File: src/rtl/ctrl_mc.sv
// ctrl_mc -- multi-cycle control unit for the MIPS datapath.
//
// Steps each instruction through IF/ID/EX/MEM/WB, stalling in IF and MEM
// until the shared memory port raises mem_ready.  A watchdog traps a bus
// that never answers; an undecodable opcode traps as illegal.  Both traps
// are sticky until rst.  instret counts retired instructions.
//
// Parameters
//   TIMEOUT  consecutive mem_ready-low cycles in IF/MEM before bus error (0 = off)
//   CNT_W    width of the retired-instruction counter
// Ports
//   clk, rst            clock, synchronous active-high reset
//   Op, Funct           instruction fields from the IR (stable from ID to retire)
//   Zero                ALU zero flag, used in EX only
//   mem_ready           memory completes the current request this cycle
//   PCWrite, IRWrite    PC / IR load enables
//   MemRead, MemWrite   memory requests, held for the whole wait
//   RegWrite            register file write enable
//   EXTOp, ALUSrc       sign-extend immediate / ALU B operand is immediate
//   ALUOp, NPCOp        ALU operation / next-PC source
//   GPRSel, WDSel       write register select / write data select
//   state               current FSM state (debug)
//   illegal, bus_err    sticky trap causes
//   instret             retired-instruction count (wraps)
module ctrl_mc #(
    parameter int TIMEOUT = 16,
    parameter int CNT_W   = 32
) (
    input  logic             clk,
    input  logic             rst,
    input  logic [5:0]       Op,
    input  logic [5:0]       Funct,
    input  logic             Zero,
    input  logic             mem_ready,
    output logic             PCWrite,
    output logic             IRWrite,
    output logic             MemRead,
    output logic             MemWrite,
    output logic             RegWrite,
    output logic             EXTOp,
    output logic             ALUSrc,
    output logic [3:0]       ALUOp,
    output logic [3:0]       NPCOp,
    output logic [1:0]       GPRSel,
    output logic [1:0]       WDSel,
    output logic [2:0]       state,
    output logic             illegal,
    output logic             bus_err,
    output logic [CNT_W-1:0] instret
);

    typedef enum logic [2:0] {
        S_IF   = 3'd0,
        S_ID   = 3'd1,
        S_EX   = 3'd2,
        S_MEM  = 3'd3,
        S_WB   = 3'd4,
        S_TRAP = 3'd5
    } state_t;

    localparam logic [3:0] ALU_NOP  = 4'd0;
    localparam logic [3:0] ALU_ADD  = 4'd1;
    localparam logic [3:0] ALU_SUB  = 4'd2;
    localparam logic [3:0] ALU_AND  = 4'd3;
    localparam logic [3:0] ALU_OR   = 4'd4;
    localparam logic [3:0] ALU_SLT  = 4'd5;
    localparam logic [3:0] ALU_SLTU = 4'd6;
    localparam logic [3:0] ALU_SLL  = 4'd7;
    localparam logic [3:0] ALU_NOR  = 4'd8;
    localparam logic [3:0] ALU_LUI  = 4'd9;
    localparam logic [3:0] ALU_SRL  = 4'd10;
    localparam logic [3:0] ALU_SLLV = 4'd11;

    localparam logic [3:0] NPC_PLUS4  = 4'd0;
    localparam logic [3:0] NPC_BRANCH = 4'd1;
    localparam logic [3:0] NPC_JUMP   = 4'd2;
    localparam logic [3:0] NPC_JR     = 4'd3;
    localparam logic [3:0] NPC_JALR   = 4'd4;

    localparam logic [1:0] GPR_RD = 2'b00;
    localparam logic [1:0] GPR_RT = 2'b01;
    localparam logic [1:0] GPR_31 = 2'b10;

    localparam logic [1:0] WD_ALU = 2'b00;
    localparam logic [1:0] WD_MEM = 2'b01;
    localparam logic [1:0] WD_PC  = 2'b10;

    localparam int              WD_W    = (TIMEOUT > 1) ? $clog2(TIMEOUT) : 1;
    localparam logic [WD_W-1:0] WD_LAST = (TIMEOUT == 0) ? '0 : WD_W'(TIMEOUT - 1);

    state_t          st;
    state_t          st_nxt;
    logic [WD_W-1:0] wd_cnt;
    logic [WD_W-1:0] wd_nxt;
    logic            wd_expire;
    logic            waiting;
    logic            retire;

    // Instruction decode
    logic       d_valid;
    logic [3:0] d_alu;
    logic       d_src;
    logic       d_ext;
    logic       is_rtype;
    logic       is_lw, is_sw, is_beq, is_bne, is_j, is_jal, is_jr, is_jalr;

    always_comb begin
        d_valid = 1'b1;
        d_alu   = ALU_NOP;
        d_src   = 1'b0;
        d_ext   = 1'b0;
        is_lw   = 1'b0;
        is_sw   = 1'b0;
        is_beq  = 1'b0;
        is_bne  = 1'b0;
        is_j    = 1'b0;
        is_jal  = 1'b0;
        is_jr   = 1'b0;
        is_jalr = 1'b0;
        is_rtype = (Op == 6'h00);
        case (Op)
            6'h00: begin
                case (Funct)
                    6'h20, 6'h21: d_alu = ALU_ADD;
                    6'h22, 6'h23: d_alu = ALU_SUB;
                    6'h24:        d_alu = ALU_AND;
                    6'h25:        d_alu = ALU_OR;
                    6'h27:        d_alu = ALU_NOR;
                    6'h2A:        d_alu = ALU_SLT;
                    6'h2B:        d_alu = ALU_SLTU;
                    6'h00:        d_alu = ALU_SLL;
                    6'h02:        d_alu = ALU_SRL;
                    6'h04:        d_alu = ALU_SLLV;
                    6'h08:        is_jr = 1'b1;
                    6'h09:        is_jalr = 1'b1;
                    default:      d_valid = 1'b0;
                endcase
            end
            6'h08: begin d_alu = ALU_ADD; d_src = 1'b1; d_ext = 1'b1; end  // addi
            6'h0D: begin d_alu = ALU_OR;  d_src = 1'b1; end                // ori
            6'h0C: begin d_alu = ALU_AND; d_src = 1'b1; end                // andi
            6'h0F: begin d_alu = ALU_LUI; d_src = 1'b1; end                // lui
            6'h0A: begin d_alu = ALU_SLT; d_src = 1'b1; d_ext = 1'b1; end  // slti
            6'h23: begin d_alu = ALU_ADD; d_src = 1'b1; d_ext = 1'b1; is_lw = 1'b1; end
            6'h2B: begin d_alu = ALU_ADD; d_src = 1'b1; d_ext = 1'b1; is_sw = 1'b1; end
            6'h04: begin d_alu = ALU_SUB; d_ext = 1'b1; is_beq = 1'b1; end
            6'h05: begin d_alu = ALU_SUB; d_ext = 1'b1; is_bne = 1'b1; end
            6'h02: is_j   = 1'b1;
            6'h03: is_jal = 1'b1;
            default: d_valid = 1'b0;
        endcase
    end

    // Watchdog: counts consecutive stalled cycles; any handshake or state
    // change restarts it.  A handshake on the last allowed cycle still wins.
    always_comb begin
        waiting   = ((st == S_IF) || (st == S_MEM)) && !mem_ready;
        wd_expire = waiting && (TIMEOUT != 0) && (wd_cnt == WD_LAST);
        wd_nxt    = (waiting && !wd_expire) ? wd_cnt + 1'b1 : '0;
    end

    // Next state, retire strobe and Moore/handshake-qualified outputs
    always_comb begin
        st_nxt   = st;
        retire   = 1'b0;
        PCWrite  = 1'b0;
        IRWrite  = 1'b0;
        MemRead  = 1'b0;
        MemWrite = 1'b0;
        RegWrite = 1'b0;
        EXTOp    = 1'b0;
        ALUSrc   = 1'b0;
        ALUOp    = ALU_NOP;
        NPCOp    = NPC_PLUS4;
        GPRSel   = GPR_RD;
        WDSel    = WD_ALU;
        case (st)
            S_IF: begin
                MemRead = 1'b1;
                if (mem_ready) begin
                    IRWrite = 1'b1;
                    PCWrite = 1'b1;
                    st_nxt  = S_ID;
                end else if (wd_expire) begin
                    st_nxt = S_TRAP;
                end
            end
            S_ID: st_nxt = d_valid ? S_EX : S_TRAP;
            S_EX: begin
                ALUOp  = d_alu;
                ALUSrc = d_src;
                EXTOp  = d_ext;
                if (is_beq || is_bne) begin
                    PCWrite = (is_beq && Zero) || (is_bne && !Zero);
                    NPCOp   = NPC_BRANCH;
                end else if (is_j) begin
                    PCWrite = 1'b1;
                    NPCOp   = NPC_JUMP;
                end else if (is_jr) begin
                    PCWrite = 1'b1;
                    NPCOp   = NPC_JR;
                end else if (is_jal) begin
                    PCWrite  = 1'b1;
                    NPCOp    = NPC_JUMP;
                    RegWrite = 1'b1;
                    GPRSel   = GPR_31;
                    WDSel    = WD_PC;
                end else if (is_jalr) begin
                    PCWrite  = 1'b1;
                    NPCOp    = NPC_JALR;
                    RegWrite = 1'b1;
                    GPRSel   = GPR_RD;
                    WDSel    = WD_PC;
                end
                if (is_beq || is_bne || is_j || is_jr || is_jal || is_jalr) begin
                    st_nxt = S_IF;
                    retire = 1'b1;
                end else if (is_lw || is_sw) begin
                    st_nxt = S_MEM;
                end else begin
                    st_nxt = S_WB;
                end
            end
            S_MEM: begin
                ALUOp    = d_alu;
                ALUSrc   = d_src;
                EXTOp    = d_ext;
                MemRead  = is_lw;
                MemWrite = is_sw;
                if (mem_ready) begin
                    if (is_lw) begin
                        st_nxt = S_WB;
                    end else begin
                        st_nxt = S_IF;
                        retire = 1'b1;
                    end
                end else if (wd_expire) begin
                    st_nxt = S_TRAP;
                end
            end
            S_WB: begin
                ALUOp    = d_alu;
                ALUSrc   = d_src;
                EXTOp    = d_ext;
                RegWrite = 1'b1;
                GPRSel   = is_rtype ? GPR_RD : GPR_RT;
                WDSel    = is_lw ? WD_MEM : WD_ALU;
                st_nxt   = S_IF;
                retire   = 1'b1;
            end
            S_TRAP: st_nxt = S_TRAP;
            default: st_nxt = S_IF;
        endcase
        // No memory or register side effect may escape during reset.
        if (rst) begin
            PCWrite  = 1'b0;
            IRWrite  = 1'b0;
            MemRead  = 1'b0;
            MemWrite = 1'b0;
            RegWrite = 1'b0;
        end
    end

    always_ff @(posedge clk) begin
        if (rst) begin
            st      <= S_IF;
            wd_cnt  <= '0;
            illegal <= 1'b0;
            bus_err <= 1'b0;
            instret <= '0;
        end else begin
            st     <= st_nxt;
            wd_cnt <= wd_nxt;
            if (retire) instret <= instret + 1'b1;
            if ((st == S_ID) && !d_valid) illegal <= 1'b1;
            if (wd_expire) bus_err <= 1'b1;
        end
    end

    assign state = st;

endmodule

File: config.mk
export PLATFORM = sky130hd
export DESIGN_NAME = ctrl_mc
export DESIGN_NICKNAME = d
export VERILOG_FILES = /design/src/rtl/ctrl_mc.sv
export SDC_FILE = /design/constraint.sdc
export NUM_CORES = 1
export LEC_CHECK = 0
export BUFFER_PORTS_ARGS = -buffer_cell sky130_fd_sc_hd__buf_2
export CAP_MARGIN = 40
export CORE_MARGIN = 2
export CORE_UTILIZATION = 57
export DETAILED_ROUTE_END_ITERATION = 8
export GPL_TIMING_DRIVEN = 0
export HOLD_SLACK_MARGIN = 0.15
export PLACE_DENSITY = 0.86
export SYNTH_ARGS = -nofsm -noshare
export SYNTH_HDL_FRONTEND = slang
export SYNTH_SLANG_ARGS = --single-unit
File: constraint.sdc
create_clock -name clk -period 7 [get_ports clk]
set_clock_uncertainty 0.15 [all_clocks]
set_input_delay 0.35 -clock clk [delete_from_list [all_inputs] [get_ports clk]]
set_output_delay 0.35 -clock clk [all_outputs]
set_load 0.05 [all_outputs]
==> results of run 1 <==
==> state kept, by name, indices dropped and copies added (netlist names) <==
signal   flops
instret     32
state        3
wd_cnt       4
bus_err      1
illegal      1
==> kinds of logic after synthesis <==
logic type,synth area share [%]
other cells,0.145
fa+ha+maj,0.968
flops,31.8
compound gates,23.1
xor+xnor,5.42
simple gates,32.2
buf+inv,5.61
mux,0.823
==> final timing paths <==
path / to / start / slack, ns / cells past startpoint
worst min-delay path: wd_cnt[0] / wd_cnt[0] / 0.30 / 1
worst max register to register: instret[28] / instret[4] / 4.32 / 8
worst min register to register: wd_cnt[0] / wd_cnt[0] / 0.30 / 1
worst max-delay path: PCWrite / Op[2] / 3.50 / 8
==> stage by stage <==
stage                     hold slack, ns  setup slack (ns)  total power [mW]  cell area, sq um  cells
after global routing               0.330              3.34             0.598              3080    470
after global placement             0.283              3.54             0.393              2980    463
after detailed placement           0.291              3.54             0.397              2980    463
final                              0.302              3.50             0.576              3080    470
after CTS                          0.304              3.52             0.575              3080    470
after floorplan                    0.267              3.28             0.363              2580    346
==> critical path: cells and delay by family <==
kind | cells | cell delay [ns]
simple gates | 2 | 1.09
buf+inv | 3 | 0.72
compound gates | 3 | 0.83
==> power by group through the flow <==
stage	combinational (mW)	clock (mW)	sequential (mW)
floorplan	0.0900	0	0.273
global placement	0.140	0	0.253
detailed placement	0.144	0	0.253
CTS	0.144	0.183	0.247
global route	0.157	0.192	0.249
finish	0.145	0.183	0.248
==> area by class of cell <==
cell class | count | area (sq um) | share of cell area [%]
Multi-Input combinational cell | 274 | 1620 | 52.6
Tap cell | 52 | 65.1 | 2.11
Buffer | 25 | 123 | 3.98
Sequential cell | 41 | 821 | 26.7
Inverter | 6 | 22.5 | 0.731
Timing Repair Buffer | 65 | 325 | 10.6
Clock buffer | 5 | 68.8 | 2.23
Clock inverter | 2 | 35.0 | 1.14
==> cells in the mapped netlist, types with 2 or more instances <==
cell type  count  area [sq um]
nand2b_1       6          37.5
ha_1           2          25.0
and4_1         3          26.3
buf_6          3          33.8
or3_1         20           125
or4_4          2          22.5
o211ai_2       2          25.0
o21ai_1        2          10.0
xor2_1        13           114
and2_1         3          18.8
nand3b_1       3          22.5
nor3_1        13          65.1
nand2_1       26          97.6
a21oi_1       35           175
clkbuf_1      18          67.6
nor2_1        37           139
and3_1        11          68.8
o31ai_1        2          15.0
buf_2          2          10.0
o21ai_0       27           135
nand4_1        4          25.0
a211oi_1       2          15.0
a31oi_1        3          18.8
nor2b_1        7          43.8
o2111ai_1      7          61.3
dfxtp_1       41           821
o211ai_1       3          22.5
nor4b_1        2          17.5
inv_1          6          22.5
nand3_1       12          60.1
nor4_1         5          31.3
xnor2_1        3          26.3
o21bai_1       4          30.0
==> layer usage <==
metal,wire (um),GRT usage [%]
met4,63,6.71
met3,460,4.08
met2,3310,44.7
met1,2890,35.4
met5,0,0
==> cell usage in the layout (no fill, tap or decap), types with 7 or more instances in the layout <==
cell / instances
and3_1: 11
buf_2: 67
nor3_1: 13
nor2b_1: 7
nand2_1: 26
nand3_1: 12
o21ai_0: 27
xor2_1: 13
dfxtp_1: 41
clkbuf_1: 18
a21oi_1: 35
or3_1: 20
o2111ai_1: 7
nor2_1: 37
==> parameters.txt, run 1 <==
Parameter                              Value

STA
  Final hold viol count    0
  Setup TNS after final layout    0 ns
  Final number of max-transition violations    0
  Unrepaired setup endpoints after global routing    no
  Final critical delay including setup and external delays    3.50 ns
  Maximum achievable frequency    0.286 GHz
  Slew at the pin closest to its max-slew limit    0.599 ns
  Final setup violating endpoints    0
  Remaining max-slew budget at the tightest pin    59.8%
  Final critical-path share of the clock period    around half

Routing
  Vias    2838
  Violation count after the first detailed-routing iteration    228
  Average routed wire per standard cell    roughly 14 um
  Routed wire length    6720 um
  Count of unresolved DRC violations after routing    0
  Detailed-routing iteration count for the pre-antenna-repair pass    5
  Remaining antenna violation count    0
  Ratio of routed vias to standard cells    a little over 6

Finish
  Area growth from synthesis to layout    19.1%
  Share of post-route cells with drive strength above 1    21.1%
  Post-layout net count    between 400 and 500
  Filler cell count    about 390
  Antenna diode instance count    0
  Core utilization of the finished layout    a little over two thirds

Floorplan
  Die Area    5090 sq um
  Area inside the core boundary    4350 sq um
  Initial standard-cell utilization of the core    59.4%
  Boundary pin count    72
  Row Count    24
  Chip Height    71.3 um
  Die width    71.3 um

Clocking
  Buffer levels on the longest clock path    2
  Post-CTS sizing    0
  Number of sinks on the clock net    41
  Htree depth    2
  CTS tree    yes
  Root Buffer    clkbuf_8
  Post-CTS Hold Fix Bufs    0
  Total CTS buffers    5
  Clock slew seen by the registers of the worst setup and hold paths    about 0.080 ns
  Post-CTS setup-driven buffer insertion count    0
  Clock latency at the later pin of the worst-skew pair    0.29 ns

GRT
  Wire length of the first global-routing pass    11100 um
  Number of antenna violations at the first check in global routing    0
  Largest net degree at the start of global routing    13
  Global-route congestion overflow total    0
  Vias in the first global route    2455
  Total global routing track utilization    26.4%

Setup path
  Cell breakdown of the critical path    buf_2, or4_4, or4_4, a31oi_4, buf_2, o21ai_1, a2111oi_2, buf_2
  Highest cell delay on the worst timing path    ~0.57 ns
  Classification of the worst setup path    in2out
  Slowest cell on the critical path    or4_4
  Kind of capture point of the worst setup path    output pin
  Max Fanout on Critical Path    10
  Data required time at the worst endpoint    roughly 6.5 ns
  Cell type with the highest occurrence count on the critical path    buf_2
  CP arrival    3.00 ns
  Launching element type of the critical path    primary input

Synth
  Per-instance average area after synthesis    7.47 sq um
  Post-synthesis instance area    2580 sq um
  Count of yosys warnings during synthesis    0
  Share of synthesized area occupied by flip-flops and latches    31.8%
  Asr flop ratio synth    0%
  Post-Synthesis Net Count    364
  Count of flip-flops with a built-in enable after synthesis    0
  Predominant post-synthesis flop cell    dfxtp_1
  Synthesized netlist cell count    between 300 and 400
  Number of synthesized register bits    just over 40
  Number of unique standard cell types used by synthesis    50

Place
  Total of buffers placed on input and output ports    between 60 and 70
  Detailed Place HPWL    a little under 5000 um
  GPL Wtd Cong    0.930

Pwr
  Static Leakage    1.25 nW
  Power per standard cell area    187 nW/um^2
  Internal power of the cells    between 0.3 and 0.4 mW
  Logic pwr share    25.2%
  Peak VDD IR    0.000163 V
  Register share of total power    43.0%
  Power share of the clock group    31.8%
  Switching power    0.192 mW
  Share of total power consumed by net switching    33.4%

Status
  Outcome    finished clean

Run
  Maximum Capacitance Violations    0

Worst hold path
  HP Class    reg2reg
Power figures use the tool's default switching activity.
==> run 2, diff against run 1 <==
- CORE_UTILIZATION: 57 -> 47
- PLACE_DENSITY: 0.86 -> 0.76
- clock period: 7 -> 3.2 ns (I/O delays scaled with it)
==> run 2 against run 1 <==
  * Clock power is 140% higher
  * Critical path depth stayed put
  * Flip-flop and latch count stayed put
  * Core utilization is 12 points lower
  * Global-route usage is 5.7 points lower
  * Combinational power is 120% higher
  * Final cell count is 4.7% higher
  * Worst setup slack worse by 3.4 ns
==> parameters.txt, run 2 (synthesized netlist as in run 1, its figures left out) <==
Parameter                              Value

GRT
  Met3 Usage GRT    3.91% (-0.17 points)
  Number of antenna violations at the first check in global routing    0 (unchanged)
  Global-route congestion overflow total    0 (unchanged)
  GRT met1 Usage    27.3% (-8.1 points)
  Wire length of the first global-routing pass    10400 um (-6.2%)
  Vias in the first global route    2283 (-7.0%)
  Largest net degree at the start of global routing    14 (+1)
  Total global routing track utilization    20.8% (-5.7 points)
  M2 GR Usage    34.7% (-10 points)
  Global routing's busiest layer    met2

Routing
  Ratio of routed vias to standard cells    5.67 (-6.1%)
  Detailed-routing iteration count for the pre-antenna-repair pass    4 (-1)
  Remaining antenna violation count    0 (unchanged)
  Violation count after the first detailed-routing iteration    139 (-39%)
  Average routed wire per standard cell    13.2 um (-7.7%)
  Routed wire length    6490 um (-3.4%)
  Vias    2791 (-1.7%)
  Count of unresolved DRC violations after routing    0 (unchanged)

Setup path
  Cell breakdown of the critical path    buf_2, or4_4, or4_4, a31oi_4, buf_2, o21ai_1, a2111oi_4, buf_2
  Cell type with the highest occurrence count on the critical path    buf_2
  Kind of capture point of the worst setup path    output pin
  Data required time at the worst endpoint    2.89 ns (-3.61 ns)
  Slowest cell on the critical path    or4_4
  Launching element type of the critical path    primary input
  CP arrival    2.78 ns (-0.22 ns)
  Highest cell delay on the worst timing path    0.57 ns (about the same)
  Classification of the worst setup path    in2out
  Max Fanout on Critical Path    10 (unchanged)

Clocking
  Root Buffer    clkbuf_8
  Clock slew seen by the registers of the worst setup and hold paths    0.09 ns (about the same)
  Buffer levels on the longest clock path    2 (unchanged)
  CTS tree    yes
  Clock latency at the later pin of the worst-skew pair    0.30 ns (about the same)
  Total CTS buffers    5 (unchanged)
  Post-CTS setup-driven buffer insertion count    0 (unchanged)
  Number of sinks on the clock net    41 (unchanged)
  Htree depth    2 (unchanged)

Floorplan
  Row Count    27 (+13%)
  Chip Height    78.2 um (+9.6%)
  Initial standard-cell utilization of the core    47.8% (-12 points)
  Area inside the core boundary    5410 sq um (+24%)
  Die Area    6110 sq um (+20%)
  Die width    78.2 um (+9.6%)
  Boundary pin count    72 (unchanged)

Finish
  Register with the most flip-flops    instret
  Max FFs per register    32 (unchanged)
  Post-layout net count    437 (+0.23%)
  Leading cell types in the layout, fill and taps excluded    67 x buf_2, 41 x dfxtp_1, 37 x nor2_1
  Antenna diode instance count    0 (unchanged)
  Most common cell after layout, fill and taps aside    buf_2
  Share of post-route cells with drive strength above 1    21.7% (+0.61 points)
  Area growth from synthesis to layout    21.9%
  Core utilization of the finished layout    58.3% (-12 points)

STA
  Final hold viol count    0 (unchanged)
  Remaining max-slew budget at the tightest pin    60.2% (+0.42 points)
  Unrepaired setup endpoints after global routing    no
  Final number of max-transition violations    0 (unchanged)
  Final setup violating endpoints    0 (unchanged)
  Final critical delay including setup and external delays    3.09 ns
  Final critical-path share of the clock period    between 90% and 100%
  Setup TNS after final layout    0 ns (unchanged)
  Slew at the pin closest to its max-slew limit    0.593 ns (-0.00630 ns)
  Maximum achievable frequency    0.323 GHz

Place
  Detailed Place HPWL    4820 um (-1.4%)
  Total of buffers placed on input and output ports    65 (unchanged)
  GPL Wtd Cong    0.893 (-3.9%)

Pwr
  Power per standard cell area    413 nW/um^2 (+120%)
  Peak VDD IR    0.000216 V (+33%)
  Static Leakage    1.26 nW (+0.94%)

Status
  Outcome    finished clean

Worst hold path
  HP Class    in2reg

Run
  Maximum Capacitance Violations    0 (unchanged)
[run 2: changes by cell type in the layout (fill, tap and decap cells not counted), sizes merged]
cell         change
clkbuf           +1
clkinv           -1
dlygate4sd3      +1
clkinvlp         +1
[run 2: timing repair]
item | 4_1_cts | 5_1_grt
hold endpoints to repair | 1 | 0
hold buffers | 1 | 0
endpoints found under the setup margin | 0 | 1
resized for setup | 0 | 2
[run 2: worst paths after layout]
| path | slack [ns] | from | end | depth (start not counted) |
|---|---|---|---|---|
| worst max-delay path | 0.11 | Op[2] | PCWrite | 8 |
| worst min-delay path | 0.29 | mem_ready | state[0] | 4 |
| worst max register to register | 0.48 | state[0] | instret[11] | 8 |
| worst min register to register | 0.31 | wd_cnt[0] | wd_cnt[0] | 1 |
[run 2: per-stage QoR]
| step | setup WS (ns) | cell area [sq um] | power [mW] | std cells | hold slack [ns] |
|---|---|---|---|---|---|
| after global placement | 0.121 | 3020 | 0.872 | 483 | 0.288 |
| after CTS | 0.0999 | 3150 | 1.31 | 492 | 0.285 |
| after global routing | 0.00171 | 3150 | 1.36 | 492 | 0.310 |
| after detailed placement | 0.114 | 3020 | 0.875 | 483 | 0.294 |
| after floorplan | 0.0520 | 2600 | 0.799 | 346 | 0.267 |
| final | 0.108 | 3150 | 1.30 | 492 | 0.286 |
[run 2: worst max-delay path: cells and delay by family]
family | cells | cell delay [ns]
and+or+nand+nor | 2 | 1.09
buffers and inverters | 3 | 0.71
AOI/OAI and AO/OA | 3 | 0.81
[run 2: layout make-up]
| type | instances | area [sq um] |
|---|---|---|
| repair buffers | 66 | 335 |
| clock buffers | 6 | 82.6 |
| clock inverters | 2 | 37.5 |
| well taps | 72 | 90.1 |
| inverters | 6 | 22.5 |
| plain buffers | 25 | 124 |
| fillers | 517 | 2250 |
| multi-input cells | 274 | 1640 |
| flip-flops and latches | 41 | 821 |
[run 2: metal layers]
metal  vias up  wire [um]
li1       1405          -
met1      1279       2940
met2       102       3090
met3         5        390
met4         0         75
met5         -          0
[run 2: power by group]
group	switching (mW)	total (mW)	leakage, nW	internal (mW)
clock	0.181	0.435	0.0574	0.254
combinational	0.233	0.323	0.871	0.0903
sequential	0.0162	0.542	0.331	0.526
==> run 3, diff against run 2 <==
- CORE_ASPECT_RATIO: not set -> 1.75
==> run 3 against run 2 <==
  * Wire length grew 7.8%
  * Final cell count is the same
  * Critical path depth unchanged
  * Flip-flop and latch count unchanged
  * Sequential share of layout area increased by 0.37 points
  * Combinational power increased by 1%
  * Largest power group unchanged
==> parameters.txt, run 3 (synthesized netlist as in run 1, its figures left out) <==
Parameter                              Value

Place
  Placement-stage cell area    3020 sq um (about the same)
  Detailed Place HPWL    5310 um (+10%)
  GPL Wtd Cong    0.911 (+1.9%)
  Total of buffers placed on input and output ports    65 (unchanged)

Pwr
  Overall power after layout    1.18 mW (-9.5%)
  Power per standard cell area    379 nW/um^2 (-8.2%)
  Static Leakage    1.24 nW (-1.4%)
  Peak VDD IR    0.000303 V (+40%)

GRT
  Largest net degree at the start of global routing    12 (-2)
  Global-route congestion overflow total    0 (unchanged)
  Wire length of the first global-routing pass    11500 um (+11%)
  Total global routing track utilization    23.9% (+3.1 points)
  Number of antenna violations at the first check in global routing    0 (unchanged)
  Vias in the first global route    2713 (+19%)

Routing
  Ratio of routed vias to standard cells    5.74 (+1.3%)
  Count of unresolved DRC violations after routing    0 (unchanged)
  Remaining antenna violation count    0 (unchanged)
  Average routed wire per standard cell    14.2 um (+7.8%)
  Detailed-routing iteration count for the pre-antenna-repair pass    4 (unchanged)
  Violation count after the first detailed-routing iteration    132 (-5.0%)
  Routed wire length    7000 um (+7.8%)
  Vias    2826 (+1.3%)

Clocking
  Clock slew seen by the registers of the worst setup and hold paths    0.07 ns (-0.02 ns)
  Number of sinks on the clock net    41 (unchanged)
  Root Buffer    clkbuf_8
  CTS tree    yes
  Buffer levels on the longest clock path    2 (unchanged)
  Post-CTS setup-driven buffer insertion count    0 (unchanged)
  Total CTS buffers    5 (unchanged)
  Htree depth    2 (unchanged)
  Clock latency at the later pin of the worst-skew pair    0.28 ns (-0.02 ns)

Setup path
  Classification of the worst setup path    in2out
  FF-to-FF setup slack    0.49 ns (about the same)
  Crit path from    Op[2]
  Number of cells on the worst reg-to-reg path    8 (unchanged)
  Max Fanout on Critical Path    10 (unchanged)
  Number of buffer and inverter stages on the critical path    3 (unchanged)
  Kind of capture point of the worst setup path    output pin
  Data required time at the worst endpoint    2.89 ns (about the same)
  CP arrival    2.78 ns (about the same)
  Critical register-to-register path startpoint    state[0]
  Cell type with the highest occurrence count on the critical path    buf_2
  Cell breakdown of the critical path    buf_2, or4_4, or4_4, a31oi_4, buf_2, o21ai_1, a2111oi_4, buf_2
  Family with the most delay on the worst path    simple AND/OR/NAND/NOR gates
  Reg-to-reg critical path endpoint    instret[11]
  Launching element type of the critical path    primary input
  Slowest cell on the critical path    or4_4
  Highest cell delay on the worst timing path    0.58 ns (about the same)

Run
  Maximum Capacitance Violations    0 (unchanged)

Finish
  Filler cell count    512 (-0.97%)
  Antenna diode instance count    0 (unchanged)
  Most common cell after layout, fill and taps aside    buf_2
  Register with the most flip-flops    instret
  Share of post-route cells with drive strength above 1    21.3% (-0.37 points)
  Leading cell types in the layout, fill and taps excluded    67 x buf_2, 41 x dfxtp_1, 37 x nor2_1
  Post-layout net count    437 (unchanged)
  Post-route cell area    3110 sq um (-1.4%)
  Area growth from synthesis to layout    20.2%
  Max FFs per register    32 (unchanged)

STA
  Maximum achievable frequency    0.324 GHz (+0.24%)
  Final number of max-transition violations    0 (unchanged)
  Unrepaired setup endpoints after global routing    no
  Slew at the pin closest to its max-slew limit    0.663 ns (+0.0702 ns)
  Final critical delay including setup and external delays    3.09 ns (-0.00724 ns)
  Remaining max-slew budget at the tightest pin    55.4% (-4.8 points)
  Final setup violating endpoints    0 (unchanged)
  Final hold viol count    0 (unchanged)
  Setup TNS after final layout    0 ns (unchanged)
  Final critical-path share of the clock period    96.4% (-0.23 points)

Status
  Outcome    finished clean

Worst hold path
  Startpoint of the tightest hold check path    mem_ready
  End point of the most critical hold path    state[0]
  HP Class    in2reg
  Cells on Worst Hold Path    4 (unchanged)

Floorplan
  Die Area    6130 sq um (+0.38%)
  Row Count    35 (+30%)
  Chip Height    102 um (+31%)
  Die width    60.1 um (-23%)
  Initial standard-cell utilization of the core    48.8% (+0.96 points)
  Boundary pin count    72 (unchanged)
  Area inside the core boundary    5300 sq um (-2.0%)
[run 3: layout make-up]
cell class	count	area (sq um)	area share, %
Multi-Input combinational cell	274	1640	52.7
Sequential cell	41	821	26.4
Timing Repair Buffer	66	335	10.8
Buffer	25	124	3.99
Tap cell	74	92.6	2.98
Clock buffer	5	68.8	2.22
Inverter	6	22.5	0.725
Clock inverter	1	5.00	0.161
[run 3: worst max path at each step]
stage                     endpoint  slack [ns]  cells past startpoint
final                      PCWrite        0.11                      8
after global routing       PCWrite       0.006                      8
after CTS                  PCWrite         0.1                      8
after detailed placement   PCWrite        0.11                      8
after global placement     PCWrite        0.11                      8
after floorplan           NPCOp[1]        0.05                      5
[run 3: routing by layer]
metal | up-vias | global-route usage [%] | wire, um
li1 | 1397 | - | -
met1 | 1301 | 24.8 | 2670
met2 | 106 | 43.9 | 3760
met3 | 22 | 3.29 | 312
met4 | 0 | 13.3 | 255
met5 | - | 0 | 0
[run 3: per-stage QoR]
| step | setup slack (ns) | instances | hold WS (ns) | util (%) |
|---|---|---|---|---|
| floorplan | 0.0520 | 346 | 0.267 | - |
| detailed placement | 0.114 | 485 | 0.295 | 57.0 |
| global placement | 0.112 | 485 | 0.284 | 57.0 |
| CTS | 0.0999 | 492 | 0.298 | 58.6 |
| global route | 0.00642 | 492 | 0.328 | 58.6 |
| finish | 0.115 | 492 | 0.300 | 58.6 |
[run 3: what timing repair did]
action                     in CTS  in global routing
hold endpoints to repair        1                  0
resized for setup               0                  2
hold buffers                    1                  0
setup endpoints to repair       0                  1
[run 3: power by group]
group / internal [mW] / switching, mW
registers: 0.526 / 0.0171
clock network: 0.144 / 0.163
logic: 0.0904 / 0.236
total: 0.760 / 0.417
[run 3: worst min-delay path: cells and delay by family]
kind	cells	cell delay [ns]
AOI/OAI and AO/OA	2	0.27
buffers and inverters	1	0.17
and+or+nand+nor	1	0.11
